`src/rtl/wb_arbiter_pkg.sv`:
```
// Shared definitions for the writeback arbiter: FSM states, source codes,
// and the tie counter ceiling.
package wb_arbiter_pkg;

  typedef enum logic [1:0] {
    IDLE = 2'd0,
    WR_A = 2'd1,
    WR_B = 2'd2
  } wb_state_e;

  // Source codes, also used as the value of the last-grant pointer
  localparam logic SRC_A = 1'b1;
  localparam logic SRC_B = 1'b0;

  localparam logic [7:0] TIE_MAX = 8'hFF;

endpackage

```
`src/rtl/wb_arbiter_rr_pick2.sv`:
```
// Two-way round-robin picker. req[1] is source A, req[0] is source B.
// On a tie the source that was not granted last wins.
module rr_pick2
  import wb_arbiter_pkg::*;
(
  input  logic [1:0] req,
  input  logic       last,
  output logic [1:0] gnt
);

  // Single requester wins outright; a tie goes to the other side of 'last'
  always_comb begin
    gnt = '0;
    case (req)
      2'b10:   gnt = 2'b10;
      2'b01:   gnt = 2'b01;
      2'b11:   gnt = (last == SRC_A) ? 2'b01 : 2'b10;
      default: gnt = '0;
    endcase
  end

endmodule

```
`src/rtl/wb_arbiter.sv`:
```
// Writeback arbiter: merges two register-file write sources into one
// registered write port with round-robin priority and a tie counter.
module wb_arbiter
  import wb_arbiter_pkg::*;
#(
  parameter int ADDR_W = 5,
  parameter int DATA_W = 32
) (
  input  logic              clk,
  input  logic              rst,
  input  logic              a_valid,
  input  logic [ADDR_W-1:0] a_addr,
  input  logic [DATA_W-1:0] a_data,
  output logic              a_ready,
  input  logic              b_valid,
  input  logic [ADDR_W-1:0] b_addr,
  input  logic [DATA_W-1:0] b_data,
  output logic              b_ready,
  input  logic              hold,
  output logic              wb_sel,
  output logic              wb_we,
  output logic [ADDR_W-1:0] wb_addr,
  output logic [DATA_W-1:0] wb_data,
  output logic [7:0]        tie_cnt
);

  wb_state_e         r_state;
  wb_state_e         w_state_nxt;
  logic              r_last;
  logic              r_sel;
  logic [ADDR_W-1:0] r_addr;
  logic [DATA_W-1:0] r_data;
  logic [7:0]        r_tie;
  logic [1:0]        w_req;
  logic [1:0]        w_gnt;
  logic              w_tie;

  // Requests are masked while the register file is held or in reset
  assign w_req = {a_valid, b_valid} & {2{~hold & ~rst}};
  assign w_tie = a_valid & b_valid & ~hold;

  rr_pick2 u_pick (
    .req  (w_req),
    .last (r_last),
    .gnt  (w_gnt)
  );

  assign a_ready = w_gnt[1];
  assign b_ready = w_gnt[0];

  // State register: which source's write is issuing this cycle
  always_ff @(posedge clk or posedge rst) begin
    if (rst) r_state <= IDLE;
    else     r_state <= w_state_nxt;
  end

  // Next state follows this cycle's grant regardless of current state
  always_comb begin
    w_state_nxt = IDLE;
    if (w_gnt[1])      w_state_nxt = WR_A;
    else if (w_gnt[0]) w_state_nxt = WR_B;
  end

  // Output stage and priority pointer; both move only on a grant
  always_ff @(posedge clk or posedge rst) begin
    if (rst) begin
      r_last <= SRC_B;
      r_sel  <= 1'b0;
      r_addr <= '0;
      r_data <= '0;
    end else if (w_gnt[1]) begin
      r_last <= SRC_A;
      r_sel  <= SRC_A;
      r_addr <= a_addr;
      r_data <= a_data;
    end else if (w_gnt[0]) begin
      r_last <= SRC_B;
      r_sel  <= SRC_B;
      r_addr <= b_addr;
      r_data <= b_data;
    end
  end

  // Saturating count of cycles where both sources competed
  always_ff @(posedge clk or posedge rst) begin
    if (rst)                          r_tie <= '0;
    else if (w_tie && r_tie != TIE_MAX) r_tie <= r_tie + 8'd1;
  end

  // Writes to register 0 are accepted but never strobed
  assign wb_we   = (r_state != IDLE) && (r_addr != '0);
  assign wb_sel  = r_sel;
  assign wb_addr = r_addr;
  assign wb_data = r_data;
  assign tie_cnt = r_tie;

endmodule

```
`config.mk`:
```
export PLATFORM = sky130hd
export DESIGN_NAME = wb_arbiter
export DESIGN_NICKNAME = d
export VERILOG_FILES = /design/src/rtl/wb_arbiter_pkg.sv /design/src/rtl/wb_arbiter_rr_pick2.sv /design/src/rtl/wb_arbiter.sv
export SDC_FILE = /design/constraint.sdc
export NUM_CORES = 1
export LEC_CHECK = 0
export CORE_MARGIN = 1.5
export CORE_UTILIZATION = 40
export DETAILED_ROUTE_END_ITERATION = 10
export GPL_ROUTABILITY_DRIVEN = 0
export PLACE_DENSITY = 0.87
export SYNTH_ARGS = -nofsm -noshare
export SYNTH_HDL_FRONTEND = slang
export SYNTH_SLANG_ARGS = --single-unit
```
`constraint.sdc`:
```
create_clock -name clk -period 1.9 [get_ports clk]
set_input_delay 0.38 -clock clk [delete_from_list [all_inputs] [get_ports clk]]
set_output_delay 0.38 -clock clk [all_outputs]
set_load 0.005 [all_outputs]
```
==> metrics list <==
* Run status: complete, no violations
- The first global-routing pass estimated between 10000 and 15000 µm of wire.
- Multi-input logic area: 1140 µm²
* Total core area: ~6000 µm²
- Unrepaired setup endpoints after global routing: yes
- Required time of the worst setup path: 1.52 ns
* Routed wire length: between 8000 and 9000 µm
- H-tree levels: 2
- For this block, the initial DRC count from the detailed router was about 200.
* Net count, final: a little under 500
* Hold WC Path Type: input pin to async pin
* Count of vias placed by the detailed router: 2811
- Critical Path Sink Type: output pin
* Remaining design rule violation count: 0
* Global route overflow: 0
- Critical path, cell by cell: or4_1, o22a_1, buf_2
- The worst path in the final design needs a cycle of about 1.9 ns, including I/O delays and setup.
- The floorplan step set the die height to 81.9 µm.
* Count of placed standard cells including taps: between 400 and 500
- After synthesis, the netlist uses 34 different library cells.
- Proportion of layout cells with a drive suffix above 1: 0.109
- Summed over all cells, the static leakage comes to around 1.6 nW.
* Commonest register cell after synthesis: sky130_fd_sc_hd__dfrtp_1
- Across the VDD grid, the largest voltage drop is just over 0.5 mV.
* Power density of the placed cells: around 870 nW/µm²
- Register Area: roughly 1200 µm²
- Count of endpoints failing setup in the final report: 0
* Clock tree from TritonCTS: yes
- Synthesized area: about 2500 µm²
- Measured on the finished design, the core utilization comes to 0.676.
* Initial Utilization: 0.418
* Detailed-router iteration count before antenna repair: 4
* Number of antenna violations at the first check in global routing: 0
- Portion of the clock cycle consumed by the worst path in the final layout: 0.978
- In the final routed layout, each cell accounts on average for ~17 µm.
* Post-place setup slack: -0.515 ns
* Hold-fix buffers at CTS: 0
- Top post-synthesis cells by area: sky130_fd_sc_hd__dfrtp_1 48%, sky130_fd_sc_hd__nand4_1 9.8%, sky130_fd_sc_hd__a31oi_1 9.3%
- Of the total power, combinational logic draws 0.402.
- Full die area: between 6000 and 7000 µm²
- Worst-path clk slew: roughly 0.08 ns
- Num CTS Buffers: 5
- For the worst-skew pair, the clock arrives at the later sink with an insertion delay of ~0.28 ns.
* Power Internal: 2.44 mW
- The layout has 514 filler cells.
- Pin count of the biggest net entering global routing: 49
- Of the total power, the share spent switching nets is 0.305.
- The number of global-route vias before repair was 2642.
- CTS saw 48 sinks.
- Synth async-reset ratio: 1.00
* Transition at the pin with the smallest max-transition slack: between 0.4 and 0.5 ns
- Boundary pin count: roughly 130
- Max-cap violations: 0
* Leading area contributor after synthesis: sky130_fd_sc_hd__dfrtp_1
* Setup ws final: about 0.042 ns
- Net count of the mapped netlist: 355
* Part of the total power dissipated in the clock network: 0.173
- Routed vias/inst: just under 6
- After technology mapping, the gate count stands at ~280.
- The count of nets left with antenna violations once routing finished came out at 0.
* Number of max-slew violations in the final report: 0
* Post-Layout Cell Count: 480
- The synthesized design contains 0 enable-type register cells.
- Number of cell rows: 28
- Slowest CP cell: sky130_fd_sc_hd__or4_1
- Headroom to the max-slew limit came out at 0.715.
- Detail Placement HPWL: 5440 µm
- The worst setup path is of the flop to output pin kind.
- Sequential cell area fraction in the yosys report: 0.483
- Data arrives at the worst endpoint at 1.48 ns.
- In this run the worst path has a maximum fanout of 2.
- Die width: between 80 and 90 µm
* Synthesis Warnings: 0
* Overall fraction of global-route tracks in use: 0.245
- Clock skew on the completed layout was measured at between 0.003 and 0.004 ns.
* Power dissipated by switching net loads: 1.07 mW
* Buffer type at the clock tree root: sky130_fd_sc_hd__clkbuf_8
- The worst setup path is launched from a flop.
- The repair_antennas step left the layout with diodes totalling 0.
- Highest clock rate: 538 MHz
- Clock Path Buffers: 2
* Port-buffer cells: around 130
- Area added between synthesis and finish: 61.9%
* CP max stage delay: approximately 0.53 ns
* Flop pwr share: 0.424
- After synthesis, the mean cell area works out to about 9.0 µm².
* Hold Violations, Final: 0
* Share of Yosys cell area claimed by the top area cell type: 0.483
* Number of synthesized register bits: between 40 and 50
-- path summary, 6_finish.rpt --
| kind | start | endpoint | slack [ns] | depth (start not counted) |
|---|---|---|---|---|
| min in group clk | tie_cnt[6] | tie_cnt[6] | 0.54 | 1 |
| max reg2reg | wb_sel | r_state[0] | 0.16 | 11 |
| min reg2reg | tie_cnt[6] | tie_cnt[6] | 0.54 | 1 |
| max | wb_addr[2] | wb_we | 0.04 | 3 |
| max in group asynchronous | rst | wb_data[26] | 1.27 | 4 |
| min | rst | tie_cnt[3] | 0.41 | 4 |
-- area by class of cell --
class                   instances  area share
clock buffers                   8      0.0224
inverters                       4     0.00373
well taps                      75      0.0233
multi-input cells             191       0.282
repair buffers                154       0.370
flip-flops and latches         48       0.298
-- placed cells by master, fill, tap and decap left out, types with 2 or more instances in the layout --
cell type                           n
sky130_fd_sc_hd__o21ai_0           38
sky130_fd_sc_hd__mux2_2             3
sky130_fd_sc_hd__nand4_1           39
sky130_fd_sc_hd__inv_1              2
sky130_fd_sc_hd__dlygate4sd2_1      4
sky130_fd_sc_hd__buf_12             3
sky130_fd_sc_hd__a31oi_1           37
sky130_fd_sc_hd__nor2_1             3
sky130_fd_sc_hd__xnor2_1            2
sky130_fd_sc_hd__inv_2              2
sky130_fd_sc_hd__a21oi_1            5
sky130_fd_sc_hd__clkbuf_1           2
sky130_fd_sc_hd__buf_4             24
sky130_fd_sc_hd__nand3_1            2
sky130_fd_sc_hd__dfrtp_1           48
sky130_fd_sc_hd__buf_2              2
sky130_fd_sc_hd__clkdlybuf4s50_1  120
sky130_fd_sc_hd__nand2_1            2
sky130_fd_sc_hd__nand2b_1           2
sky130_fd_sc_hd__nor3_1            39
sky130_fd_sc_hd__clkbuf_8           6
-- synthesized netlist by cell type (all sizes together) (3+ instances only) --
library cell	number
dfrtp	48
nand4	39
nor3	39
o21ai	39
a31oi	37
clkbuf	24
buf	8
a21oi	5
inv	4
nor2	4
mux2	3
-- kinds of logic after synthesis --
group	synth area share
flops	0.483
compound gates	0.191
fa+ha+maj	0.00503
simple gates	0.231
mux	0.0176
buf+inv	0.0654
xor+xnor	0.00704
-- stage by stage --
| step | TNS (ns) | power (mW) | hold WS [ns] | cell area, µm² |
|---|---|---|---|---|
| 6_report | 0 | 3.50 | 0.412 | 4030 |
| 5_1_grt | -0.0114 | 3.71 | 0.428 | 4030 |
| 4_1_cts | 0 | 3.54 | 0.420 | 4040 |
| 3_5_place_dp | -7.93 | 2.90 | 0.533 | 3890 |
| 3_3_place_gp | -5.53 | 2.85 | 0.520 | 3890 |
| 2_1_floorplan | 0 | 1.98 | 0.510 | 2490 |
-- state kept, by name, indices dropped and copies added, names as in the netlist --
name,flops
wb_data,32
wb_addr,5
tie_cnt,8
r_state,2
wb_sel,1
-- worst max-delay path, delay by kind of cell, from the launching register on --
kind / cells / cell delay, ns
compound gates: 1 / 0.17
simple gates: 1 / 0.53
flops: 1 / 0.38
buf+inv: 1 / 0.12
-- per-layer routing --
layer,part of all wire,routed length [µm],GRT usage,vias up
li1,-,-,-,1316
met1,0.40,3340,0.293,1368
met2,0.50,4160,0.443,125
met3,0.088,727,0.0656,2
met4,0.0032,26,0.0390,0
met5,0,0,0,-
-- power by group through the flow --
stage / sequential (mW) / clock [mW] / combinational [mW]
floorplan: 1.49 / 0 / 0.482
finish: 1.49 / 0.607 / 1.41
global placement: 1.49 / 0 / 1.36
global route: 1.51 / 0.665 / 1.53
detailed placement: 1.49 / 0 / 1.41
CTS: 1.48 / 0.633 / 1.42
-- timing repair --
action                                  CTS  global route
setup buffers                            10             0
pin swaps                                 4             2
endpoints found under the setup margin    3             4
gates resized for setup                  14             3
hold endpoints to repair                  0             0
No activity file was read; power rests on OpenSTA's default activity.
